--- config.mk ---
export PLATFORM = sky130hd
export DESIGN_NAME = sound_scheduler
export DESIGN_NICKNAME = d
export VERILOG_FILES = /design/src/rtl/sound_scheduler.sv
export SDC_FILE = /design/constraint.sdc
export NUM_CORES = 1
export LEC_CHECK = 0
export CAP_MARGIN = 15
export CORE_UTILIZATION = 55
export DETAILED_ROUTE_END_ITERATION = 12
export MAX_ROUTING_LAYER = met4
export PLACE_DENSITY = 0.74
export SETUP_SLACK_MARGIN = 0.1
export SKIP_CTS_REPAIR_TIMING = 1
export SLEW_MARGIN = 0
export SYNTH_ARGS = -nofsm -noshare
export SYNTH_HDL_FRONTEND = slang
export SYNTH_SLANG_ARGS = --single-unit
--- constraint.sdc ---
create_clock -name clk -period 3 [get_ports clk]
set_input_delay 0.45 -clock clk [delete_from_list [all_inputs] [get_ports clk]]
set_output_delay 0.45 -clock clk [all_outputs]
set_load 0.05 [all_outputs]
--- src/rtl/sound_scheduler.sv ---
// Tone-path event scheduler: edge-detects game events, queues their frequency codes
// in a small FIFO and plays them one at a time as fixed-length notes followed by a fixed gap.
module sound_scheduler #(
  parameter int DEPTH       = 4,
  parameter int NOTE_CYCLES = 1_200_000,
  parameter int GAP_CYCLES  = 120_000
) (
  input  logic                     clk,
  input  logic                     nRst,
  input  logic                     goodColl_i,
  input  logic                     badColl_i,
  input  logic                     button_i,
  input  logic [3:0]               direction_i,
  output logic [8:0]               freq_o,
  output logic                     playSound_o,
  output logic                     busy_o,
  output logic                     dropped_o,
  output logic [$clog2(DEPTH):0]   count_o
);
  localparam int AW     = $clog2(DEPTH);
  localparam int NUM_EV = 7;
  localparam logic [23:0] NOTE_LD = 24'(NOTE_CYCLES - 1);
  localparam logic [23:0] GAP_LD  = 24'(GAP_CYCLES - 1);

  // Lane index is priority order: lane 0 wins, direction lanes follow up/down/left/right.
  localparam logic [NUM_EV-1:0][8:0] CODES = {
    9'd210, 9'd190, 9'd170, 9'd150, 9'd300, 9'd200, 9'd400
  };

  typedef enum logic [1:0] {IDLE, PLAY, GAP} state_t;

  logic [NUM_EV-1:0]           lvl, prev, rise;
  logic                        ev_vld;
  logic [8:0]                  ev_code;
  logic [DEPTH-1:0][8:0]       mem;
  logic [AW-1:0]               wr_ptr, rd_ptr;
  logic [AW:0]                 count, count_nxt;
  logic                        full, pop, push, drop, busy_nxt;
  state_t                      state;
  logic [23:0]                 cnt;

  assign lvl  = {direction_i[3], direction_i[2], direction_i[1], direction_i[0],
                 button_i, goodColl_i, badColl_i};
  assign rise = lvl & ~prev;

  always_comb begin
    ev_vld  = 1'b0;
    ev_code = '0;
    for (int i = NUM_EV - 1; i >= 0; i--) begin
      if (rise[i]) begin
        ev_vld  = 1'b1;
        ev_code = CODES[i];
      end
    end
  end

  // A pop frees a slot in the same cycle, so a full FIFO still accepts alongside a pop.
  assign full = (count == (AW+1)'(DEPTH));
  assign pop  = (state == IDLE) && (count != '0);
  assign push = ev_vld && (!full || pop);
  assign drop = ev_vld && full && !pop;

  always_comb begin
    count_nxt = count;
    if (push && !pop)      count_nxt = count + 1'b1;
    else if (pop && !push) count_nxt = count - 1'b1;
  end

  assign busy_nxt = ((state == IDLE) ? pop : !((state == GAP) && (cnt == '0)))
                    || (count_nxt != '0);

  always_ff @(posedge clk or negedge nRst) begin
    if (!nRst) begin
      prev      <= '0;
      mem       <= '0;
      wr_ptr    <= '0;
      rd_ptr    <= '0;
      count     <= '0;
      dropped_o <= 1'b0;
      busy_o    <= 1'b0;
    end else begin
      prev      <= lvl;
      dropped_o <= drop;
      busy_o    <= busy_nxt;
      count     <= count_nxt;
      if (push) begin
        mem[wr_ptr] <= ev_code;
        wr_ptr      <= wr_ptr + 1'b1;
      end
      if (pop) rd_ptr <= rd_ptr + 1'b1;
    end
  end

  assign count_o = count;

  always_ff @(posedge clk or negedge nRst) begin
    if (!nRst) begin
      state       <= IDLE;
      cnt         <= '0;
      freq_o      <= '0;
      playSound_o <= 1'b0;
    end else begin
      case (state)
        IDLE: if (pop) begin
          freq_o      <= mem[rd_ptr];
          cnt         <= NOTE_LD;
          playSound_o <= 1'b1;
          state       <= PLAY;
        end
        PLAY: if (cnt == '0) begin
          cnt         <= GAP_LD;
          playSound_o <= 1'b0;
          state       <= GAP;
        end else begin
          cnt <= cnt - 1'b1;
        end
        GAP: if (cnt == '0) state <= IDLE;
             else           cnt   <= cnt - 1'b1;
        default: begin
          state       <= IDLE;
          playSound_o <= 1'b0;
        end
      endcase
    end
  end
endmodule

* After elaboration in Yosys (flattened, before gate mapping) *
Index checks and enable logic that the tools add are counted.

word-level totals
  flip-flop bits (word level) = 88
  output and inout port bits = 15

operators by class
  add/subtract/negate cells = 5
  order comparisons = 3
  eq/ne operators = 7
  multiplexer cells = 33
  bitwise operators = 3
  reduce and logical (&&, ||, !) cells = 23

operators by type and width
  kind                                                        count
  two-way mux 24 bit                                          3
  case mux 24 bit (3 select lines)                            1
  two-way mux 9 bit                                           7
  bitwise mux 36 bit                                          1
  logical NOT 24 bit                                          1
  subtractor 24 x 1 -> 24 bit, second input constant          1
  binary-select mux 9 bit (select 2 bit)                      1
  demux 9 bit (select 2 bit)                                  1
  two-way mux 8 bit                                           2
  two-way mux 1 bit                                           10
  AND reduction 3 bit                                         3
  nonzero test 3 bit                                          3
  logical AND 1 bit                                           8
  bitwise AND 7 bit                                           1
  inverter 7 bit                                              1
  less-than comparator 2 x 3 -> 1 bit, second input constant  2
  two-way mux 2 bit                                           3
  two-way mux 3 bit                                           2
  inequality test 2 bit, second input constant                3
  case mux 2 bit (3 select lines)                             1
  adder 2 x 1 -> 2 bit, second input constant                 2
  logical NOT 1 bit                                           4
  adder 3 x 1 -> 3 bit, second input constant                 1
  equality test 3 bit, second input constant                  1
  10 further kinds                                            11

* Logic depth before layout (Yosys ltp) *
  depth in word-level cells = 16
  mapped depth = 9

* Worst setup path before layout *
Ideal clock, no wire load.

  kind = register to register
  start point = register count[0], in the netlist count_o[0]
  end point = register mem[16] in the netlist's numbering
  setup time = 0.136 ns
  data arrival time = 2.222 ns
  required time = 2.864 ns
  slack = 0.642 ns
  stages on the path, launching flop included = 9
  buffers on the path = 1
  period minus slack after synthesis = 2.358 ns
  cells stage by stage = dfrtp_1 -> inv_1 -> ha_1 -> nand3_1 -> a21boi_1 -> nand2_1 -> clkbuf_1 -> nand2_1 -> o21ai_0

between the ends
  word-level cells in the longest chain between the ends = 4
  elaborated cells between the ends (all ways) = 6
  classes of those cells = eq/ne: 1; reduce/logical: 5

ends and longest elaborated chain
  what                                                              RTL line  source
  from (decl)                                                       37        logic [AW:0] count, count_nxt;
  from (signal assigned)                                            85        count <= count_nxt;
  equality test 3 bit / nonzero test 3 bit (equally long branches)  58, 59
  logical NOT 1 bit / logical AND 1 bit (equally long branches)     60, 59
  logical OR 1 bit (*)                                              60        assign push = ev_vld && (!full || pop);
  logical AND 1 bit (*)                                             60
  to (signal, indexed assignment)                                   87        mem[wr_ptr] <= ev_code;
  to (decl)                                                         35        logic [DEPTH-1:0][8:0] mem;

Mark *: on every way between the ends. The rest lies on a longest branch, timed or not.
A chain may end at the register's enable or synchronous reset.

* Worst setup path after layout *
  start point = register cnt[0]
  end point = register cnt[16]

between the ends
  word-level cells in the longest chain between the ends = 3
  elaborated cells between the ends (all ways) = 7
  classes of those cells = add/sub: 1; eq/ne: 1; mux: 3; reduce/logical: 2

ends and longest elaborated chain
  what                                                                            RTL line  source
  from (decl)                                                                     40        logic [23:0] cnt;
  from (signal assigned)                                                          115       cnt <= cnt - 1'b1;
  from (signal assigned)                                                          118       else cnt <= cnt - 1'b1;
  subtractor 24 x 1 -> 24 bit / logical NOT 24 bit (equally long branches)        n/a
  two-way mux 24 bit (tied with other cells)                                      117       GAP: if (cnt == '0) state <= IDLE;
  case mux 24 bit (3 select lines) / AND reduction 3 bit (equally long branches)  n/a

Several ways; a longest one is shown, not always the timed one. The select of a mux whose other input is x is not followed.

==> results.md <==
* Crit path DAT at between 2000 and 3000 ps
* Clock Sinks at 83
* Register area share after synthesis at 0.490
* Total grt overflow at 0
* Tot Pwr at 3.29 mW
* Starting density of the core at 0.578
* Post-route ant nets at 0
* TritonCTS Buffers at 9
* Top cell type's share of synthesized area at 0.490
* First-pass GRT wire length at ~15 mm
* Site Rows at 31
* Via/cell ratio at a little under 6
* Number of synthesized flops with an enable pin at 0
* Synth async-reset ratio at 1.00
* Dpl hpwl at between 6 and 7 mm
* Area leader, netlist: dfrtp_1
* Library cells used by synthesis at 54
* Max Fclk at ~0.38 GHz
* CP Class: register to register
* Slew Limit Fails at 0
* CTS tree: done
* Fin cells at 565
* Initial DRC Count at between 200 and 300
* Nets at a little under 500
* Min cycle time layout at 2630 ps
* Peak VDD IR at 533 µV
* Critical path launch point type: register
* Max transition margin at 0.327
* Worst path required time at between 3000 and 4000 ps
* Worst-Skew Late Latency at 370 ps
* Worst Path Max Fanout at 22
* Vias in the first global route at between 3,000 and 4,000
* Die height at between 80 and 90 µm
* WL/cell at 16.1 µm
* Number of antenna violations at the first check in global routing at 0
* Most common cell after layout, fill and taps aside: dfrtp_1
* Status: finished clean
* Fillcell total at just under 600
* H-tree levels at 3
* Number of synthesized register bits at 83
* Pwr dens at around 700 nW/µm²
* Cells after Synth at ~440
* Residual DRC at 0
* Share of layout cells above drive strength 1 at 0.112
* Static Leakage at approximately 2.1 nW
* Largest net degree at the start of global routing at 84
* Total routed wirelength at around 9 mm
* Synth-to-layout area growth at 13.3%
* Crit share post-route at 0.878
* Die Span X at 89.8 µm
* GR Util All Layers at 0.251
* Routability-driven placement congestion ratio at between 0.8 and 0.9
* Crit end category: register
* Final Hold Fails at 0
* Most frequent cells in the layout: dfrtp_1, o21ai_0, nand2_1
* Worst Skew at approximately 13 ps
* Io pins at 24
* Final setup fails at 0
* Max cap viols at 0
* Finished Core Util at 0.655
* Syn Area/Cell at 9.74 µm²
* IO Port Bufs at 22
* Placed cell count at around 550
* Worst-margin pin slew at 1010 ps
* Die Area at 8060 µm²
* Core area at ~7300 µm²
* DR vias at 3,316
* RSZ-0062 raised after global routing: false
* Largest cells by area after synthesis: dfrtp_1, o21ai_0, nand2_1
* Ys Warns at 0
* CTS clk-pin slew, worst paths at approximately 90 ps
* First-pass DRT Iterations at 6
* Post-Syn Nets at between 400 and 500
* Cell Area, Synth at between 4000 and 5000 µm²
* Diodes inserted at 0
* Clk buf depth at 2
* Primary FF master, synth: dfrtp_1
* Root Driver: clkbuf_8
* Min-Delay Path Class: input pin to asynchronous set/reset pin
* Sum of negative setup slack at 0 ps
-- where the power goes --
group	internal [mW]	total, mW	switching (mW)
clock network	0.482	0.933	0.451
registers	1.36	1.50	0.148
logic	0.332	0.852	0.520
-- Yosys cell counts, drive strengths merged (3+ instances only) --
cell / count
nand2: 59
o31ai: 4
xnor2: 5
nand2b: 6
or3: 4
clkbuf: 11
or4: 8
o22a: 3
o211ai: 5
o21a: 4
nor4: 11
buf: 6
a21o: 4
a22o: 7
mux4: 8
mux2: 8
ha: 13
a21oi: 15
nor2b: 7
dfrtp: 83
o21ai: 71
nor3: 11
inv: 16
nor2: 32
nand3: 9
-- final timing paths --
| path | from | slack [ps] | depth (start not counted) | end |
|---|---|---|---|---|
| min in group clk | mem[8] | 490 | 2 | mem[8] |
| min reg2reg | mem[8] | 490 | 2 | mem[8] |
| max in group asynchronous | nRst | 2100 | 1 | mem[15] |
| max reg2reg | cnt[0] | 370 | 7 | cnt[16] |
| max | cnt[0] | 370 | 7 | cnt[16] |
| min | nRst | 240 | 1 | cnt[3] |
-- area by class of cell --
type | count | area (µm²) | share of cell area
Sequential cell | 83 | 2080 | 0.433
Timing Repair Buffer | 32 | 293 | 0.0610
Clock buffer | 9 | 124 | 0.0258
Inverter | 16 | 60.1 | 0.0125
Tap cell | 99 | 124 | 0.0258
Clock inverter | 7 | 104 | 0.0216
Multi-Input combinational cell | 319 | 2020 | 0.421
-- worst max-delay path, cell delays in order, from the launching register on --
cell and delay [ps]:
dfrtp_1 440, inv_1 110, ha_1 140, nor4b_1 510, nand4_1 350, o21a_1 550, o21a_1 230, o22a_1 180
-- per-layer routing --
metal,part of all wire,vias up,track usage
li1,-,1613,-
met1,0.50,1595,0.371
met2,0.43,91,0.351
met3,0.056,17,0.0516
met4,0.012,0,0.0724
met5,0,-,-
-- per-stage QoR --
stage	hold WS (ps)	setup WS [ps]	area, µm²
after floorplan	154	642	4240
after global placement	458	260	4570
after detailed placement	470	115	4570
after CTS	293	384	4800
after global routing	343	203	4800
final	236	366	4800
-- sequential cells by signal, summed over array words and instances (netlist names) --
signal       flops
mem             32
cnt             24
freq_o           8
prev             7
count_o          3
rd_ptr           2
state            2
wr_ptr           2
busy_o           1
dropped_o        1
playSound_o      1
-- cell families after synthesis --
family,synth area share
multiplexers,0.0662
buffers and inverters,0.0328
other,0.000885
AND/OR/NAND/NOR,0.187
flip-flops,0.490
XOR/XNOR,0.0103
AO/OA/AOI/OAI,0.174
adder cells (fa/ha/maj),0.0384
Power figures use the tool's default switching activity.
